`config.mk`:
```
export PLATFORM = sky130hd
export DESIGN_NAME = hilo_muldiv_ctrl
export DESIGN_NICKNAME = d
export VERILOG_FILES = /design/src/rtl/hilo_muldiv_ctrl.sv
export SDC_FILE = /design/constraint.sdc
export NUM_CORES = 1
export LEC_CHECK = 0
export CORE_UTILIZATION = 60
export DETAILED_ROUTE_END_ITERATION = 6
export PLACE_DENSITY = 0.81
export SLEW_MARGIN = 10
export SYNTH_ARGS = -nofsm -noshare
export SYNTH_HDL_FRONTEND = slang
export SYNTH_SLANG_ARGS = --single-unit
```
`constraint.sdc`:
```
create_clock -name clk -period 6.35 [get_ports clk]
set_input_delay 1.27 -clock clk [delete_from_list [all_inputs] [get_ports clk]]
set_output_delay 1.27 -clock clk [all_outputs]
set_load 0.1 [all_outputs]
```
`src/rtl/hilo_muldiv_ctrl.sv`:
```
// hilo_muldiv_ctrl: iterative MULT/MULTU/DIV/DIVU and MTHI/MTLO sequencer driving the HI/LO registers.
// Define MULDIV_EARLY_EN to let a multiply leave CALC as soon as its multiplier is exhausted.
module hilo_muldiv_ctrl #(
    parameter int DW    = 32,
    parameter int CNT_W = 6
) (
    input  logic          clk,
    input  logic          rst_n,
    input  logic          op_valid,
    input  logic [2:0]    op,
    input  logic [DW-1:0] src_a,
    input  logic [DW-1:0] src_b,
    input  logic          flush,
    output logic          busy,
    output logic          stall,
    output logic          done,
    output logic          hi_we,
    output logic [DW-1:0] hi_wdata,
    output logic          lo_we,
    output logic [DW-1:0] lo_wdata
);

    typedef enum logic [1:0] {IDLE, CALC, FIX, WB} state_t;
    typedef enum logic [2:0] {
        OP_NONE  = 3'd0,
        OP_MULT  = 3'd1,
        OP_MULTU = 3'd2,
        OP_DIV   = 3'd3,
        OP_DIVU  = 3'd4,
        OP_MTHI  = 3'd5,
        OP_MTLO  = 3'd6,
        OP_RSVD  = 3'd7
    } op_t;

    state_t          state, state_next;
    op_t             op_q;
    logic            sign_a, sign_b;
    logic [2*DW-1:0] acc, mcand;
    logic [DW-1:0]   mplier;
    logic [CNT_W-1:0] cnt;
    logic [DW-1:0]   hi_res, lo_res;

    logic            accept, in_mul, in_signed, is_mul, last_step, fits;
    logic [DW-1:0]   a_mag, b_mag, diff, quo, rem;
    logic [DW:0]     top;
    logic [2*DW-1:0] div_next, prod;

    assign accept    = (state == IDLE) && op_valid && !flush && (op != OP_NONE) && (op != OP_RSVD);
    assign in_mul    = (op == OP_MULT) || (op == OP_MULTU);
    assign in_signed = (op == OP_MULT) || (op == OP_DIV);
    assign a_mag     = (in_signed && src_a[DW-1]) ? -src_a : src_a;
    assign b_mag     = (in_signed && src_b[DW-1]) ? -src_b : src_b;
    assign is_mul    = (op_q == OP_MULT) || (op_q == OP_MULTU);

`ifdef MULDIV_EARLY_EN
    assign last_step = (cnt == CNT_W'(DW - 1)) || (is_mul && (mplier[DW-1:1] == '0));
`else
    assign last_step = (cnt == CNT_W'(DW - 1));
`endif

    // Restoring divide: {remainder, dividend} shifts left; the trial subtract sees the 33-bit partial remainder.
    assign top      = acc[2*DW-1:DW-1];
    assign fits     = top >= {1'b0, mplier};
    assign diff     = top[DW-1:0] - mplier;
    assign div_next = fits ? {diff, acc[DW-2:0], 1'b1} : {acc[2*DW-2:0], 1'b0};

    assign prod = (sign_a ^ sign_b) ? -acc : acc;
    assign quo  = acc[DW-1:0];
    assign rem  = acc[2*DW-1:DW];

    always_ff @(posedge clk or negedge rst_n) begin
        if (!rst_n) state <= IDLE;
        else        state <= state_next;
    end

    always_comb begin
        state_next = state;
        case (state)
            IDLE: if (accept) state_next = ((op == OP_MTHI) || (op == OP_MTLO)) ? WB : CALC;
            CALC: begin
                if (flush)          state_next = IDLE;
                else if (last_step) state_next = FIX;
            end
            FIX:     state_next = flush ? IDLE : WB;
            WB:      state_next = IDLE;
            default: state_next = IDLE;
        endcase
    end

    always_ff @(posedge clk or negedge rst_n) begin
        if (!rst_n) begin
            op_q   <= OP_NONE;
            sign_a <= 1'b0;
            sign_b <= 1'b0;
            acc    <= '0;
            mcand  <= '0;
            mplier <= '0;
            cnt    <= '0;
            hi_res <= '0;
            lo_res <= '0;
        end else begin
            case (state)
                IDLE: if (accept) begin
                    op_q   <= op_t'(op);
                    cnt    <= '0;
                    sign_a <= in_signed & src_a[DW-1];
                    sign_b <= in_signed & src_b[DW-1];
                    mcand  <= {{DW{1'b0}}, a_mag};
                    mplier <= b_mag;
                    acc    <= in_mul ? '0 : {{DW{1'b0}}, a_mag};
                    if (op == OP_MTHI) hi_res <= src_a;
                    if (op == OP_MTLO) lo_res <= src_a;
                end
                CALC: begin
                    cnt <= cnt + CNT_W'(1);
                    if (is_mul) begin
                        acc    <= acc + (mplier[0] ? mcand : '0);
                        mcand  <= mcand << 1;
                        mplier <= mplier >> 1;
                    end else begin
                        acc <= div_next;
                    end
                end
                FIX: begin
                    if (is_mul) begin
                        hi_res <= prod[2*DW-1:DW];
                        lo_res <= prod[DW-1:0];
                    end else begin
                        // Divide by zero leaves the remainder equal to the dividend, so the normal remainder fix restores src_a.
                        lo_res <= (mplier == '0) ? '1 : ((sign_a ^ sign_b) ? -quo : quo);
                        hi_res <= sign_a ? -rem : rem;
                    end
                end
                default: ;
            endcase
        end
    end

    always_comb begin
        busy     = (state != IDLE);
        done     = (state == WB);
        hi_we    = (state == WB) && (op_q != OP_MTLO);
        lo_we    = (state == WB) && (op_q != OP_MTHI);
        hi_wdata = hi_res;
        lo_wdata = lo_res;
    end

    assign stall = op_valid & busy;

endmodule

```
==> load_flow_metrics.sql, run 1 <==
INSERT INTO impl_metrics (metric_group, metric, value, unit) VALUES
('power', 'power_density', '569', 'nW/µm²'),
('clocking', 'clkTransAtPathRegs', '60', 'ps'),
('place', 'placed_wire_length_estimate_after_detailed_placement', '48.4', 'mm'),
('sta', 'period_share', '0.678', ''),
('logic_synthesis', 'synth_cell_type_count', '84', ''),
('place', 'placement.cell_area', '21300', 'µm²'),
('global_route', 'grtUsageTotal', '0.392', ''),
('sta', 'hold_viol', '0', ''),
('clocking', 'cts-root-to-sink-buffers', '3', ''),
('worst_setup_path', 'crit_path_to', 'acc[62]', ''),
('worst_setup_path', 'critical_path_endpoint_category', 'flop', ''),
('place', 'buffer_ports.inserted', '139', ''),
('logic_synthesis', 'synthArstFlopShare', '1.00', ''),
('logic_synthesis', 'synth_seq_cells', '237', ''),
('worst_setup_path', 'r2r_slack', '2050', 'ps'),
('worst_setup_path', 'critical_path_peak_fanout', '57', ''),
('sta', 'setup_total_negative_slack', '0', 'ps'),
('logic_synthesis', 'synth_area_leader', 'dfrtp_1', ''),
('run_status', 'outcome', 'complete, but fails checks', ''),
('logic_synthesis', 'synth.net_count', '2760', ''),
('logic_synthesis', 'syn_inst', '2587', ''),
('sta', 'maxClockFrequency', '232', 'MHz'),
('clocking', 'cts_inserted_buffers', '28', ''),
('logic_synthesis', 'synth_compound_gate_area_share', '0.256', ''),
('sta', 'timing.max_slew.rel_slack', '0.249', ''),
('logic_synthesis', 'post_synthesis_xor_xnor_area_fraction', '0.0891', ''),
('routing', 'routed_via_density', '6.54', ''),
('routing', 'route.final.wire_length', '66.6', 'mm'),
('worst_setup_path', 'timing.rr.end', 'acc[62]', ''),
('worst_setup_path', 'timing.reg2reg.worst_path_depth', '13', ''),
('clocking', 'clock_latency', '590', 'ps'),
('logic_synthesis', 'synthAdderAreaFrac', '0.0654', ''),
('die', 'die-height', '183', 'µm'),
('routing', 'drt_iter0_drc', '1982', ''),
('logic_synthesis', 'synthesis.area', '19800', 'µm²'),
('sta', 'final.setup_skew', '21.4', 'ps'),
('die', 'die_area', '33700', 'µm²'),
('logic_synthesis', 'syn_avg_cell_area', '7.64', 'µm²'),
('worst_setup_path', 'timing.critical_path.from_type', 'flop', ''),
('routing', 'dr.pass1.iters', '7', ''),
('global_route', 'grt_first_pass_wirelength', '104', 'mm'),
('worst_setup_path', 'reg2reg_from', 'mplier[0]', ''),
('sta', 'setup_viol', '0', ''),
('sta', 'post-route-min-period', '4300', 'ps'),
('global_route', 'vias_in_the_first_global_route', '19000', ''),
('logic_synthesis', 'synth_top_family_by_area', 'compound AO/OA/AOI/OAI gates', ''),
('power', 'total_leakage_power', '9.91', 'nW'),
('final_layout', 'fin_nets', '2787', ''),
('sta', 'setup_repair_after_global_routing_missed_its_margin', 'no', ''),
('final_layout', 'stdcell_area', '22300', 'µm²'),
('hold_path', 'hold_start', 'lo_wdata[25]', ''),
('clocking', 'post_cts_resize_count', '0', ''),
('global_route', 'remaining_global_route_overflow', '0', ''),
('final_layout', 'syn_to_final_growth', '12.9', '%'),
('flow_run', 'drv.max_cap_violation_count', '0', ''),
('sta', 'timing.final.ws_setup', '2050', 'ps'),
('sta', 'final_hold_slack', '477', 'ps'),
('logic_synthesis', 'synthTopCellsByArea', 'dfrtp_1 (30%), nand2_1 (7.7%), o21ai_0 (6.8%), ha_1 (6.3%), a21oi_1 (6.1%)', ''),
('worst_setup_path', 'worstSetupStartpoint', 'mplier[0]', ''),
('routing', 'route.vias.total', '20100', ''),
('routing', 'route.antenna.remaining_nets', '0', ''),
('clocking', 'clock_tree.htree_level_count', '1', ''),
('logic_synthesis', 'muxShareOfSynthArea', '0.0338', ''),
('global_route', 'grt_max_degree', '191', ''),
('run_status', 'failed_checks', 'DRC', ''),
('clocking', 'cts_tree', 'yes', ''),
('logic_synthesis', 'yosys_most_used_dff', 'dfrtp_1', ''),
('die', 'die_extent_in_x', '183', 'µm'),
('die', 'core.rowCount', '66', ''),
('routing', 'drcViolationCount', '1', ''),
('logic_synthesis', 'synth_seq_area_share', '0.300', '');
[cell usage after synthesis (13+ instances only)]
cell and n:
a21oi_1 242, nand3_1 40, o31ai_1 21, nand2b_1 13
o22ai_1 36, a211oi_1 16, a21o_1 54, or3_1 21
nor4_1 22, ha_1 100, and2_1 73, o21ai_1 49
dfrtp_1 237, mux2i_1 60, o21a_1 15, xor2_1 91
a31oi_1 29, a221oi_1 19, nand4_1 35, xnor2_1 110
nand2_1 407, nor3_1 41, o21bai_1 18, inv_1 84
o21ai_0 268, clkbuf_1 147, o211ai_1 16, nor2_1 170
[worst min-delay path by stage]
stage	to	slack, ps	cells past startpoint
6_report	lo_wdata[25]	480	2
5_1_grt	lo_wdata[25]	500	2
4_1_cts	lo_wdata[25]	480	2
3_5_place_dp	lo_wdata[25]	470	2
3_3_place_gp	lo_wdata[17]	460	2
2_1_floorplan	cnt[5]	450	1
[worst max-delay path, cell delays in order (launching register included)]
cell and delay (ps):
dfrtp_1 560, buf_4 520, and2_1 220, ha_1 280
nand4_1 220, nor3_1 370, nand2_1 130, nor4_1 300
a211o_1 290, a21oi_1 190, or4_1 500, o21ai_1 120
mux2i_1 270, o211ai_1 120
[area by class of cell]
class | count | area [µm²] | share of cell area
Sequential cell | 237 | 5930 | 0.266
Inverter | 84 | 315 | 0.0141
Clock buffer | 38 | 788 | 0.0353
Clock inverter | 14 | 188 | 0.00841
Timing Repair Buffer | 160 | 1580 | 0.0708
Multi-Input combinational cell | 2103 | 13000 | 0.581
Tap cell | 442 | 553 | 0.0248
[cell usage in the layout, fill, tap and decap left out, types with 21 or more instances in the layout]
cell type / instances
nor3_1: 41
xnor2_1: 110
o22ai_1: 36
mux2i_1: 60
a21oi_1: 241
ha_1: 100
o31ai_1: 21
o21ai_0: 268
clkdlybuf4s50_1: 138
nor4_1: 22
or3_1: 21
nand3_1: 40
nor2_1: 167
o21ai_1: 49
a31oi_1: 28
nand4_1: 35
clkbuf_16: 28
nand2_1: 406
dfrtp_1: 237
and2_1: 73
xor2_1: 90
a21o_1: 54
inv_1: 84
[where the power goes]
| group | internal [mW] | total, mW | switching (mW) | leakage (nW) |
|---|---|---|---|---|
| logic | 2.70 | 7.84 | 5.15 | 6.44 |
| clock network | 1.03 | 1.72 | 0.690 | 0.482 |
| registers | 2.13 | 3.12 | 0.998 | 2.99 |
| total | 5.85 | 12.7 | 6.84 | 9.91 |
[state kept, by name, indices dropped and copies added, names as in the netlist, 2 cells and up]
| name | flops |
|---|---|
| acc | 64 |
| mcand | 64 |
| hi_wdata | 32 |
| lo_wdata | 32 |
| mplier | 32 |
| cnt | 6 |
| op_q | 3 |
| state | 2 |
[cells by family after synthesis]
kind of cell               count (synthesis)
xor gates and xnor gates                 201
buffers and inverters                    247
AOI/OAI and AO/OA                        853
DFF                                      237
adders and majority gates                102
muxes                                     66
and+or+nand+nor                          881
[stage by stage]
step                instances  power, mW
floorplan                2587       8.68
global placement         3026       10.7
detailed placement       3026       10.8
finish                   3078       12.7
CTS                      3078       12.5
global route             3078       13.4
[layer usage]
layer	track usage	up-vias	share of wire
li1	-	9263	-
met1	0.485	9510	0.39
met2	0.643	1063	0.46
met3	0.0630	301	0.085
met4	0.238	2	0.066
met5	0	-	0.00012
Note: power is estimated with default switching activity, not from simulation.
==> run 2: changes to the inputs <==
clock period = 4.4 ns   (was 6.35 ns; I/O delays follow)
==> run 2 against run 1 <==
Compared with the run above:
- the flow now finishes without violations
- utilization increased by 1.0 points
- total power grew 45%
- final cell count grew 1.7%
- sequential power increased by 35%
- combinational power increased by 52%
- critical path depth is 1 higher
- wire length increased by 1.5%
- non-clock buffer count rose by 52
- largest cell class unchanged
==> load_flow_metrics.sql, run 2 (synthesis results as in run 1) <==
INSERT INTO impl_metrics (metric_group, metric, value, unit) VALUES
('sta', 'setup_viol', '0', ''),
('sta', 'timing.max_slew.rel_slack', '0.255', ''),
('power', 'power', '18.5', 'mW'),
('worst_setup_path', 'crit_slowest_cell', 'o41ai_1', ''),
('final_layout', 'diodes', '0', ''),
('final_layout', 'syn_to_final_growth', '14.6', '%'),
('flow_run', 'drv.max_cap_violation_count', '0', ''),
('worst_setup_path', 'cp_data_required_time', '4890', 'ps'),
('die', 'core.rowCount', '66', ''),
('place', 'placed_cells_incl_taps', '3078', ''),
('die', 'die-height', '183', 'µm'),
('routing', 'route.vias.total', '20300', ''),
('clocking', 'cts_tree', 'yes', ''),
('die', 'ios', '140', ''),
('global_route', 'grt_max_degree', '109', ''),
('sta', 'maxClockFrequency', '235', 'MHz'),
('routing', 'drt_iter0_drc', '1822', ''),
('sta', 'timing.final.max_slew_violations', '0', ''),
('clocking', 'tritoncts_num_sinks', '237', ''),
('place', 'placed_wire_length_estimate_after_detailed_placement', '51.2', 'mm'),
('final_layout', 'leading_cell_type_in_the_layout_fill_and_taps_excluded', 'nand2_1', ''),
('worst_setup_path', 'reg2reg_from', 'mplier[0]', ''),
('clocking', 'post_cts_resize_count', '0', ''),
('worst_setup_path', 'critical_path_peak_fanout', '11', ''),
('final_layout', 'multi_input_comb_area', '12900', 'µm²'),
('final_layout', 'stdcell_area', '22600', 'µm²'),
('die', 'die_area', '33700', 'µm²'),
('hold_path', 'hold_path_class', 'in -> async', ''),
('worst_setup_path', 'critical_path.cell_chain', 'and2_1 > ha_1 > fa_1 > a21oi_1 > o221ai_1 > a31o_2 > a41oi_1 > o41a_1 > o41ai_1 > a211o_1 > a41oi_1 > nor3_1 > a31oi_1 > o21ai_1', ''),
('place', 'buffer_ports.inserted', '139', ''),
('worst_setup_path', 'worstPathArrival', '4760', 'ps'),
('worst_setup_path', 'critical_path_endpoint_category', 'flop', ''),
('routing', 'dr.pass1.iters', '7', ''),
('sta', 'final.setup_skew', '14.7', 'ps'),
('power', 'vdd_drop_max', '0.682', 'mV'),
('worst_setup_path', 'worstSetupStartpoint', 'mplier[0]', ''),
('power', 'total_leakage_power', '10.1', 'nW'),
('clocking', 'holdBufCountCts', '0', ''),
('clocking', 'cts_inserted_buffers', '28', ''),
('clocking', 'cts-root-to-sink-buffers', '3', ''),
('power', 'power_density', '815', 'nW/µm²'),
('worst_setup_path', 'timing.critical_path.from_type', 'flop', ''),
('die', 'die_extent_in_x', '183', 'µm'),
('worst_setup_path', 'cp_common_cell', 'a41oi_1', ''),
('final_layout', 'fin_nets', '2839', ''),
('sta', 'post-route-min-period', '4260', 'ps'),
('final_layout', 'sequential_cell_area', '5930', 'µm²'),
('worst_setup_path', 'worst_stage_delay_on_the_critical_path', '680', 'ps'),
('die', 'initial_core_util', '0.609', ''),
('sta', 'hold_viol', '0', ''),
('clocking', 'clkTransAtPathRegs', '60', 'ps'),
('run_status', 'outcome', 'completed', ''),
('worst_setup_path', 'crit_type', 'reg -> reg', ''),
('routing', 'drcViolationCount', '0', ''),
('place', 'placement.cell_area', '21700', 'µm²'),
('routing', 'routed_via_density', '6.50', ''),
('final_layout', 'registers_with_the_most_flip_flops', 'acc x64, mcand x64', ''),
('global_route', 'antenna_violations_before_repair', '1', ''),
('routing', 'route.antenna.remaining_nets', '0', ''),
('clocking', 'clock_latency', '580', 'ps'),
('global_route', 'vias_in_the_first_global_route', '19500', ''),
('clocking', 'cts_setup_buffers', '0', ''),
('sta', 'setup_total_negative_slack', '0', 'ps'),
('sta', 'period_share', '0.969', ''),
('global_route', 'grt_first_pass_wirelength', '105', 'mm'),
('final_layout', 'nFillCells', '2772', ''),
('routing', 'avgRoutedWirePerCell', '21.6', 'µm'),
('sta', 'setup_repair_after_global_routing_missed_its_margin', 'yes', ''),
('sta', 'worst_slew_pin_slew', '1110', 'ps'),
('global_route', 'grtUsageTotal', '0.398', ''),
('global_route', 'remaining_global_route_overflow', '0', ''),
('die', 'core_region_area', '32500', 'µm²'),
('routing', 'route.final.wire_length', '67.6', 'mm'),
('clocking', 'cts_root_buffer', 'clkbuf_16', ''),
('final_layout', 'layout_common_cells', 'nand2_1 (406), o21ai_0 (268), a21oi_1 (241)', ''),
('final_layout', 'layout-drive-gt1-share', '0.0614', ''),
('final_layout', 'layoutNonFillerInstCount', '3129', ''),
('place', 'place_congestion', '1.02', ''),
('clocking', 'clock_tree.htree_level_count', '1', '');
run 2: final cells by class:
class | count | share of cell area
flip-flops and latches | 237 | 0.262
well taps | 442 | 0.0244
clock buffers | 42 | 0.0364
clock inverters | 9 | 0.00442
repair buffers | 212 | 0.0869
multi-input cells | 2103 | 0.572
inverters | 84 | 0.0139
run 2: power breakdown:
| part | total [mW] | switching (mW) | internal [mW] |
|---|---|---|---|
| Combinational | 11.9 | 7.81 | 4.07 |
| Sequential | 4.20 | 1.13 | 3.07 |
| Clock | 2.39 | 0.982 | 1.40 |
run 2: worst paths after layout:
kind,cells past startpoint,to,slack (ps)
worst max-delay path,14,acc[60],140
worst min-delay path,1,mplier[30],280
worst max register to register,14,acc[60],140
worst min register to register,2,lo_wdata[28],470
max in group asynchronous,2,lo_wdata[11],3080
min in group clk,2,lo_wdata[28],470
run 2: metrics by stage:
stage	worst slack (ps)	utilization	hold WS, ps
global placement	338	0.669	463
CTS	255	0.698	342
floorplan	904	-	449
finish	137	0.698	283
global route	-10.5	0.698	352
detailed placement	272	0.669	469
run 2: critical path: cells and delay by family, from the launching register on:
kind / cells / cell delay, ps
flip-flops: 1 / 660
adder cells (fa/ha/maj): 2 / 410
AO/OA/AOI/OAI: 10 / 2690
AND/OR/NAND/NOR: 2 / 420
run 2: per-layer routing:
metal | GRT usage | part of all wire
met1 | 0.480 | 0.38
met3 | 0.0628 | 0.079
met4 | 0.247 | 0.067
met2 | 0.667 | 0.47
met5 | 0 | 0.00015
==> run 3: changes to the inputs <==
PLACE_DENSITY = 0.88   (was 0.81)
==> run 3 against run 2 <==
Compared with the run above:
- sequential share of layout area barely moved
- die area unchanged
- design area barely moved
- setup slack better by 390 ps
==> load_flow_metrics.sql, run 3 (synthesis results as in run 1) <==
INSERT INTO impl_metrics (metric_group, metric, value, unit) VALUES
('sta', 'timing.max_slew.rel_slack', '0.285', ''),
('power', 'seq_power_share', '0.226', ''),
('clocking', 'cts-root-to-sink-buffers', '3', ''),
('worst_setup_path', 'crit_type', 'reg -> reg', ''),
('sta', 'final.setup_skew', '22.4', 'ps'),
('place', 'buffer_ports.inserted', '139', ''),
('sta', 'period_share', '0.880', ''),
('worst_setup_path', 'timing.critical_path.from_type', 'flop', ''),
('worst_setup_path', 'worst_stage_delay_on_the_critical_path', '460', 'ps'),
('final_layout', 'diodes', '0', ''),
('final_layout', 'layout_common_cells', 'nand2_1 (406), o21ai_0 (268), a21oi_1 (241)', ''),
('die', 'initial_core_util', '0.609', ''),
('clocking', 'post_cts_resize_count', '0', ''),
('clocking', 'clock_latency', '590', 'ps'),
('power', 'share_comb_of_total_power', '0.643', ''),
('power', 'internal_power', '8.56', 'mW'),
('final_layout', 'fin_nets', '2831', ''),
('routing', 'drt_iter0_drc', '1816', ''),
('sta', 'maxClockFrequency', '258', 'MHz'),
('power', 'switchingPower', '10.1', 'mW'),
('worst_setup_path', 'worstPathArrival', '4300', 'ps'),
('sta', 'worst_slew_pin_slew', '1070', 'ps'),
('sta', 'hold_viol', '0', ''),
('worst_setup_path', 'critical_path_peak_fanout', '4', ''),
('power', 'total_leakage_power', '10.1', 'nW'),
('hold_path', 'hold_path_class', 'in -> async', ''),
('clocking', 'cts_inserted_buffers', '28', ''),
('clocking', 'cts_setup_buffers', '0', ''),
('clocking', 'cts_root_buffer', 'clkbuf_16', ''),
('power', 'p_sw_frac', '0.541', ''),
('clocking', 'clock_tree.htree_level_count', '1', ''),
('sta', 'setup_total_negative_slack', '0', 'ps'),
('routing', 'avgRoutedWirePerCell', '21.9', 'µm'),
('global_route', 'vias_in_the_first_global_route', '19600', ''),
('power', 'power', '18.6', 'mW'),
('die', 'die-height', '183', 'µm'),
('routing', 'route.final.wire_length', '68.3', 'mm'),
('die', 'die_area', '33700', 'µm²'),
('routing', 'route.antenna.remaining_nets', '0', ''),
('final_layout', 'layout-drive-gt1-share', '0.0597', ''),
('worst_setup_path', 'critical_path_endpoint_category', 'flop', ''),
('clocking', 'tritoncts_num_sinks', '237', ''),
('worst_setup_path', 'critical_path.cell_chain', 'and2_1 > ha_1 > fa_1 > a21oi_1 > o221ai_1 > o21ai_1 > a211o_1 > nand2_1 > a211o_1 > a21oi_1 > nor3_1 > or3_1 > a32oi_1 > o21ai_1', ''),
('power', 'vdd_drop_max', '0.591', 'mV'),
('sta', 'setup_repair_after_global_routing_missed_its_margin', 'no', ''),
('worst_setup_path', 'crit_slowest_cell', 'a21oi_1', ''),
('routing', 'drcViolationCount', '0', ''),
('die', 'core.rowCount', '66', ''),
('clocking', 'holdBufCountCts', '0', ''),
('die', 'die_extent_in_x', '183', 'µm'),
('final_layout', 'syn_to_final_growth', '14.5', '%'),
('clocking', 'cts_tree', 'yes', ''),
('final_layout', 'nFillCells', '2687', ''),
('sta', 'setup_viol', '0', ''),
('final_layout', 'leading_cell_type_in_the_layout_fill_and_taps_excluded', 'nand2_1', ''),
('global_route', 'grt_max_degree', '128', ''),
('routing', 'route.vias.total', '20300', ''),
('global_route', 'grtUsageTotal', '0.407', ''),
('die', 'ios', '140', ''),
('clocking', 'clkTransAtPathRegs', '70', 'ps'),
('sta', 'timing.final.max_slew_violations', '0', ''),
('die', 'core_region_area', '32500', 'µm²'),
('power', 'power_density', '824', 'nW/µm²'),
('global_route', 'grt_first_pass_wirelength', '107', 'mm'),
('routing', 'dr.pass1.iters', '6', ''),
('global_route', 'remaining_global_route_overflow', '0', ''),
('global_route', 'antenna_violations_before_repair', '0', ''),
('place', 'place_congestion', '1.03', ''),
('power', 'power.share.clock', '0.132', ''),
('sta', 'post-route-min-period', '3870', 'ps'),
('flow_run', 'drv.max_cap_violation_count', '0', ''),
('final_layout', 'registers_with_the_most_flip_flops', 'acc x64, mcand x64', ''),
('worst_setup_path', 'cp_data_required_time', '4830', 'ps'),
('place', 'placed_wire_length_estimate_after_detailed_placement', '51.6', 'mm'),
('run_status', 'outcome', 'completed', ''),
('routing', 'routed_via_density', '6.51', '');
[run 3: cell count changes in the layout (fill, tap and decap cells not counted), sizes merged]
cell,change
clkinv,-1
inv,+1
clkinvlp,+1
buf,-8
[run 3: stage by stage]
stage          instances  hold WS, ps  utilization  cell area (µm²)  setup slack (ps)
2_1_floorplan       2587          449            -            19800               904
3_3_place_gp        3070          461        0.667            21700               605
3_5_place_dp        3070          469        0.667            21700               464
4_1_cts             3122          439        0.697            22600               572
5_1_grt             3122          490        0.697            22600               216
6_report            3122          394        0.697            22600               530
[run 3: routing by layer]
layer  track usage  up-vias  part of all wire
li1              -     9337                 -
met4         0.319        0             0.093
met5             0        -                 0
met3        0.0717      350             0.077
met1         0.462     9579              0.36
met2         0.679     1049              0.47
[run 3: worst paths after layout]
check	startpoint	endpoint	slack, ps	cells past startpoint
worst max-delay path	mcand[0]	acc[50]	530	14
worst max register to register	mcand[0]	acc[50]	530	14
worst min-delay path	rst_n	lo_wdata[4]	390	1
min in group clk	lo_wdata[0]	lo_wdata[0]	470	2
worst min register to register	lo_wdata[0]	lo_wdata[0]	470	2
max in group asynchronous	rst_n	mcand[46]	3080	2
[run 3: worst max-delay path: cells and delay by family (launching register included)]
kind	cells	cell delay [ps]
simple gates	4	750
fa+ha+maj	2	620
flops	1	390
compound gates	8	1950
[run 3: layout make-up]
cell class	count	area [µm²]	share of cell area
well taps	442	553	0.0245
inverters	84	315	0.0139
flip-flops and latches	237	5930	0.262
repair buffers	204	1920	0.0849
multi-input cells	2103	12900	0.572
clock buffers	42	845	0.0373
clock inverters	10	111	0.00492
[run 3: power groups by stage]
stage | sequential [mW] | combinational, mW | clock (mW)
global placement | 4.18 | 11.5 | 0
global route | 4.28 | 12.8 | 2.54
finish | 4.20 | 12.0 | 2.45
detailed placement | 4.19 | 11.7 | 0
floorplan | 5.91 | 6.62 | 0
CTS | 4.16 | 11.8 | 2.45
